<file path="config.mk">
export PLATFORM = sky130hd
export DESIGN_NAME = rr_arbiter_4_flat
export DESIGN_NICKNAME = d
export VERILOG_FILES = /design/src/rtl/rr_arbiter_4_if.sv /design/src/rtl/rr_arbiter_4.sv /design/src/flat_wrapper.sv
export SDC_FILE = /design/constraint.sdc
export NUM_CORES = 1
export LEC_CHECK = 0
export ABC_AREA = 1
export BUFFER_PORTS_ARGS = -buffer_cell sky130_fd_sc_hd__buf_2
export CAP_MARGIN = 30
export CORE_AREA = 2 2 39 41
export DETAILED_ROUTE_END_ITERATION = 10
export DIE_AREA = 0 0 41 43
export GPL_ROUTABILITY_DRIVEN = 0
export GPL_TIMING_DRIVEN = 1
export PLACE_DENSITY = 0.69
export SETUP_SLACK_MARGIN = 0.1
export SLEW_MARGIN = 5
export SYNTH_ARGS = -nofsm -noshare
export SYNTH_HDL_FRONTEND = slang
export SYNTH_SLANG_ARGS = --single-unit
</file>
<file path="constraint.sdc">
create_clock -name clk -period 4.2 [get_ports clk]
set_clock_uncertainty 0.1 [all_clocks]
set_input_delay 0.21 -clock clk [delete_from_list [all_inputs] [get_ports clk]]
set_output_delay 0.21 -clock clk [all_outputs]
set_load 0.03 [all_outputs]
</file>
<file path="src/rtl/rr_arbiter_4_if.sv">
// Purpose: handshake bundle between the 4-queue round-robin arbiter and its FIFOs/mux.
// Latency: n/a (wires only).
// Backpressure: pause travels towards the arbiter; pop/select/valid/grant_idx travel away from it.
//
// slave  : arbiter side (consumes empty/pause, drives pop/select/valid/grant_idx)
// master : FIFO/mux side (drives empty/pause, observes the arbiter outputs)
interface rr_arbiter_4_if;
    logic [3:0] empty;      // per-FIFO empty flag, bit i = FIFO i
    logic       pause;      // downstream almost-full, 1 = no pop this cycle
    logic [3:0] pop;        // one-hot FIFO read strobe (combinational)
    logic [1:0] select;     // registered mux select of last popped word
    logic       valid;      // registered, mux output carries a popped word
    logic [1:0] grant_idx;  // registered current owner index

    modport slave (
        input  empty,
        input  pause,
        output pop,
        output select,
        output valid,
        output grant_idx
    );

    modport master (
        output empty,
        output pause,
        input  pop,
        input  select,
        input  valid,
        input  grant_idx
    );
endinterface

</file>
<file path="src/rtl/rr_arbiter_4.sv">
// Purpose: 4-queue round-robin pop arbiter with optional burst hold, driving a 4:1 word mux.
// Latency: pop is combinational; select/valid follow one cycle later, aligned with FIFO read data.
// Backpressure: pause=1 suppresses pop in the same cycle and freezes owner/burst state.
//
// Ports: clk (rising edge), reset (async, active-low), arb (rr_arbiter_4_if.slave:
//        empty/pause in, pop/select/valid/grant_idx out).
// Parameter BURST: max consecutive pops to one owner while another queue waits (1..15).
// Macro RR_BURST_EN: when defined, the owner keeps the grant for up to BURST pops;
//        when undefined, the grant rotates after every pop and the burst counter is absent.
module rr_arbiter_4 #(
    parameter int unsigned BURST = 4
) (
    input  logic          clk,
    input  logic          reset,
    rr_arbiter_4_if.slave arb
);

    typedef enum logic {IDLE, SERVE} mode_t;

    localparam logic [3:0] BURST_C = 4'(BURST);

    mode_t      mode_q, mode_d;
    logic [1:0] cur_q, cur_d;
    logic       valid_q;
    logic [1:0] select_q;

    logic [1:0] cand;        // first non-empty queue in search order cur+1..cur+4
    logic       cand_found;
    logic [1:0] probe;
    logic [3:0] pop_raw;
    logic [1:0] pop_idx;

`ifdef RR_BURST_EN
    logic [3:0] cnt_q, cnt_d;
`else
    logic unused_burst;
    assign unused_burst = ^BURST_C;
`endif

    // Rotating priority search; the fourth probe wraps back onto cur itself,
    // which gives the work-conserving case when only the owner has data.
    always_comb begin
        cand       = cur_q;
        cand_found = 1'b0;
        probe      = cur_q;
        for (int unsigned k = 1; k <= 4; k++) begin
            probe = cur_q + 2'(k);
            if (!cand_found && !arb.empty[probe]) begin
                cand       = probe;
                cand_found = 1'b1;
            end
        end
    end

    always_comb begin
        pop_raw = 4'b0000;
        pop_idx = cur_q;
        mode_d  = mode_q;
        cur_d   = cur_q;
`ifdef RR_BURST_EN
        cnt_d   = cnt_q;
`endif
        if (!arb.pause) begin
            if (!cand_found) begin
                mode_d = IDLE;
`ifdef RR_BURST_EN
            end else if (mode_q == SERVE && !arb.empty[cur_q] && cnt_q < BURST_C) begin
                // Owner still within its burst allowance.
                pop_raw[cur_q] = 1'b1;
                pop_idx        = cur_q;
                cnt_d          = cnt_q + 4'd1;
`endif
            end else begin
                pop_raw[cand] = 1'b1;
                pop_idx       = cand;
                cur_d         = cand;
                mode_d        = SERVE;
`ifdef RR_BURST_EN
                if (cand != cur_q) begin
                    cnt_d = 4'd1;
                end else if (cnt_q < BURST_C) begin
                    cnt_d = cnt_q + 4'd1;
                end
`endif
            end
        end
    end

    always_ff @(posedge clk or negedge reset) begin
        if (!reset) begin
            mode_q   <= IDLE;
            cur_q    <= 2'd3;
            valid_q  <= 1'b0;
            select_q <= 2'd0;
        end else begin
            mode_q  <= mode_d;
            cur_q   <= cur_d;
            valid_q <= |pop_raw;
            if (|pop_raw) begin
                select_q <= pop_idx;
            end
        end
    end

`ifdef RR_BURST_EN
    always_ff @(posedge clk or negedge reset) begin
        if (!reset) begin
            cnt_q <= 4'd0;
        end else begin
            cnt_q <= cnt_d;
        end
    end
`endif

    // Reset gates the Mealy pop so no strobe reaches the FIFOs while they are held in reset.
    assign arb.pop       = pop_raw & {4{reset}};
    assign arb.valid     = valid_q;
    assign arb.select    = select_q;
    // cur_q is loaded with cur_next every edge, so it is the registered grant index.
    assign arb.grant_idx = cur_q;

endmodule
</file>
<file path="src/flat_wrapper.sv">
// flat-port wrapper written by rule: the top's interface ports become plain ports
module rr_arbiter_4_flat 
#(
    parameter int unsigned BURST = 4
)
  (clk, reset, arb_empty, arb_pause, arb_pop, arb_select, arb_valid, arb_grant_idx);
  rr_arbiter_4_if arb_i ();
  input  logic clk;
  input  logic reset;
  input wire logic [$bits(arb_i.empty)-1:0] arb_empty;
  input wire logic [$bits(arb_i.pause)-1:0] arb_pause;
  output wire logic [$bits(arb_i.pop)-1:0] arb_pop;
  output wire logic [$bits(arb_i.select)-1:0] arb_select;
  output wire logic [$bits(arb_i.valid)-1:0] arb_valid;
  output wire logic [$bits(arb_i.grant_idx)-1:0] arb_grant_idx;
  assign arb_i.empty = arb_empty;
  assign arb_i.pause = arb_pause;
  assign arb_pop = arb_i.pop;
  assign arb_select = arb_i.select;
  assign arb_valid = arb_i.valid;
  assign arb_grant_idx = arb_i.grant_idx;
  rr_arbiter_4 #(.BURST(BURST)) u_core (.clk(clk), .reset(reset), .arb(arb_i));
endmodule
</file>
==> results.py <==
metrics = {
    "worst_setup_path": {
        "worst-path-buf-inv": 2,
        "critical_path_class": "flop to primary output",
        "slowest_stage": "dfstp_2",
        "critical-path-top-delay-family": "simple AND/OR/NAND/NOR gates",
        "endpoint_kind": "primary output",
        "cpMostUsedCell": "nand2_1",
        "critPathLaunchType": "flop",
        "worst_path_largest_cell_delay_ns": 0.65,
        "crit_chain": "inv_2 -> nand2_1 -> nand2_1 -> nand2_2 -> nand2_4 -> nand3_2 -> nand2_1 -> nand2_1 -> nand3_1 -> nor2_1 -> buf_2",
        "arrival_ns": 2.12,
        "required_ns": 3.89,
        "cp_max_fo": 14,
    },
    "placement": {
        "dpl.hpwl_um": 1034,
        "placed_cells": 127,
        "port_buffers": 15,
        "dpl_cell_area_sq_um": 638.1,
    },
    "detailed_routing": {
        "wl_um": 1262,
        "num_vias": 631,
        "drtAntennaViolNets": 0,
        "drtPass1Iterations": 4,
        "wl_per_cell_um": 9.561,
        "drc": 0,
        "via_per_inst": 4.780,
        "drtIter0Drc": 8,
    },
    "floorplanning": {
        "die_h_um": 43,
        "std_cell_rows": 14,
        "ios": 16,
        "die_width_um": 41,
        "die_area_sq_mm": 0.001763,
        "start_util_pct": 40.60,
        "core_sq_mm": 0.001384,
    },
    "power": {
        "vdd_drop_max_uv": 438.8,
        "powerDensity_mw_per_mm2": 938.2,
        "p_leak_nw": 0.4093,
        "power_uw": 632.7,
    },
    "logic_synthesis": {
        "syn_nets": 105,
        "yosys_warnings": 0,
        "syn_inst": 98,
        "mappedNetlistArea_sq_um": 561.8,
        "synth_seq_cells": 5,
        "synth_area_per_cell_sq_um": 5.733,
        "ys_seq_area_share_pct": 22.72,
        "synth.distinct_cells": 20,
    },
    "finish": {
        "nFillCells": 156,
        "drive_gt1_share_pct": 27.59,
        "final_cells": 132,
        "diodes": 0,
        "area_growth_pct": 20.04,
        "fin_nets": 124,
        "fin_util_pct": 48.73,
        "postLayoutCellArea_sq_um": 674.4,
    },
    "timing": {
        "period_needed_ns": 2.425,
        "hold_viol_final": 0,
        "tightestPinTransition_ns": 0.2168,
        "setup_viol": 0,
        "tns_ns": 0,
        "drv_slew": 0,
        "max-slew-margin-rel_pct": 85.55,
        "rsz0062_at_grt": "false",
        "fmax_mhz": 412.3,
        "period_share_pct": 57.75,
    },
    "clock_tree": {
        "cts_sinks": 5,
        "ctsHoldBuffers": 1,
        "htree_levels": 1,
        "insertion_delay_ns": 0.23,
        "cts_root_buf": "clkbuf_4",
        "cts_buffer_depth": 2,
        "cts_made_buffers": 3,
        "cts.clk_slew.worst_paths_ns": 0.04,
        "cts-resized-gates": 0,
        "post_cts_buffers": 0,
        "cts_tree": "built",
    },
    "global_route": {
        "grt_pass1_vias": 547,
        "antenna_found_initial": 0,
        "grtUsageTotal_pct": 17.19,
        "grt_pass1_wl_um": 2125,
        "grt_max_degree": 15,
        "grt-ovfl-total": 0,
    },
    "hold_path": {
        "min_path_type": "input pin to flop",
    },
    "status": {
        "status": "finished, final reports clean",
    },
    "job": {
        "cap_violations": 0,
    },
}
routing by layer:
layer  up-vias  wire length (um)  GRT usage (%)
li1        345                 -              -
met1       278               595          22.37
met2         8               634          28.75
met3         0                32         0.5236
met4         0                 0          6.000
met5         -                 0              0
placed cells by master (no fill, tap or decap):
cell and instances:
clkbuf_1 1, nand3_2 2, o21bai_2 1, nor2_4 1, nor2_1 4, clkbuf_4 3, inv_2 2, dfstp_2 2
o21ai_2 1, nor2_2 1, nand2_4 1, nand3_1 10, nand4_1 2, nand2_2 3, inv_1 6, and2_1 1
a21oi_1 1, nand2_1 53, dlygate4sd3_1 1, o21ai_1 2, dfrtp_1 3, buf_2 15
state kept, by name, summed over array words and instances, names as in the netlist:
name / flops
u_core.arb.valid: 1
u_core.arb.select: 2
u_core.arb.grant_idx: 2
synth_stat cells:
cell / instances / share of area, %
nand2_1: 53 / 35
a21oi_1: 1 / 0.89
nor2_4: 1 / 2.0
nand3_2: 2 / 3.6
buf_4: 1 / 1.3
dfstp_2: 2 / 9.4
nor2_2: 1 / 1.1
inv_1: 6 / 4.0
buf_6: 1 / 2.0
o21bai_2: 1 / 2.0
and2_1: 1 / 1.1
inv_2: 2 / 1.3
nand2_4: 1 / 2.0
nand4_1: 2 / 2.2
nand2_2: 3 / 3.3
dfrtp_1: 3 / 13
nor2_1: 4 / 2.7
nand3_1: 10 / 8.9
o21ai_1: 2 / 1.8
o21ai_2: 1 / 1.6
final cells by class:
class / instances / area [sq um] / area share, %
clock buffers: 4 / 26.28 / 3.896
inverters: 8 / 30.03 / 4.453
flip-flops and latches: 5 / 127.6 / 18.92
well taps: 16 / 20.02 / 2.968
multi-input cells: 83 / 385.4 / 57.14
repair buffers: 16 / 85.08 / 12.62
power breakdown:
group | switching (mW) | total, mW | internal, mW
sequential | 0.0288 | 0.107 | 0.0783
clock | 0.0171 | 0.0528 | 0.0358
combinational | 0.334 | 0.473 | 0.139
total | 0.380 | 0.633 | 0.253
stage by stage:
step	setup WS, ns	hold WS (ns)
after floorplan	2.012	-0.1856
after global placement	2.049	-0.06132
after detailed placement	2.022	-0.05775
after CTS	1.768	0.08519
after global routing	1.569	0.09540
final	1.775	0.08540
logic make-up after synthesis:
family	Yosys count	synth area share [%]
AND/OR/NAND/NOR	78	62.36
AO/OA/AOI/OAI	5	6.235
buffers and inverters	10	8.687
flip-flops	5	22.72
worst paths after layout:
kind	from	to	slack, ns	depth (start not counted)
setup reg to reg	u_core.arb.grant_idx[0]$_DFF_PN1_	u_core.arb.select[1]$_DFFE_PN0P_	2.33	9
hold / removal	arb_pause	u_core.arb.grant_idx[0]$_DFF_PN1_	0.09	2
min in group asynchronous	reset	u_core.arb.select[1]$_DFFE_PN0P_	0.26	2
setup / recovery	u_core.arb.grant_idx[0]$_DFF_PN1_	arb_pop[0]	1.77	11
max in group asynchronous	reset	u_core.arb.grant_idx[0]$_DFF_PN1_	3.52	2
hold reg to reg	u_core.arb.select[0]$_DFFE_PN0P_	u_core.arb.select[0]$_DFFE_PN0P_	0.38	2
Power figures use the tool's default switching activity.
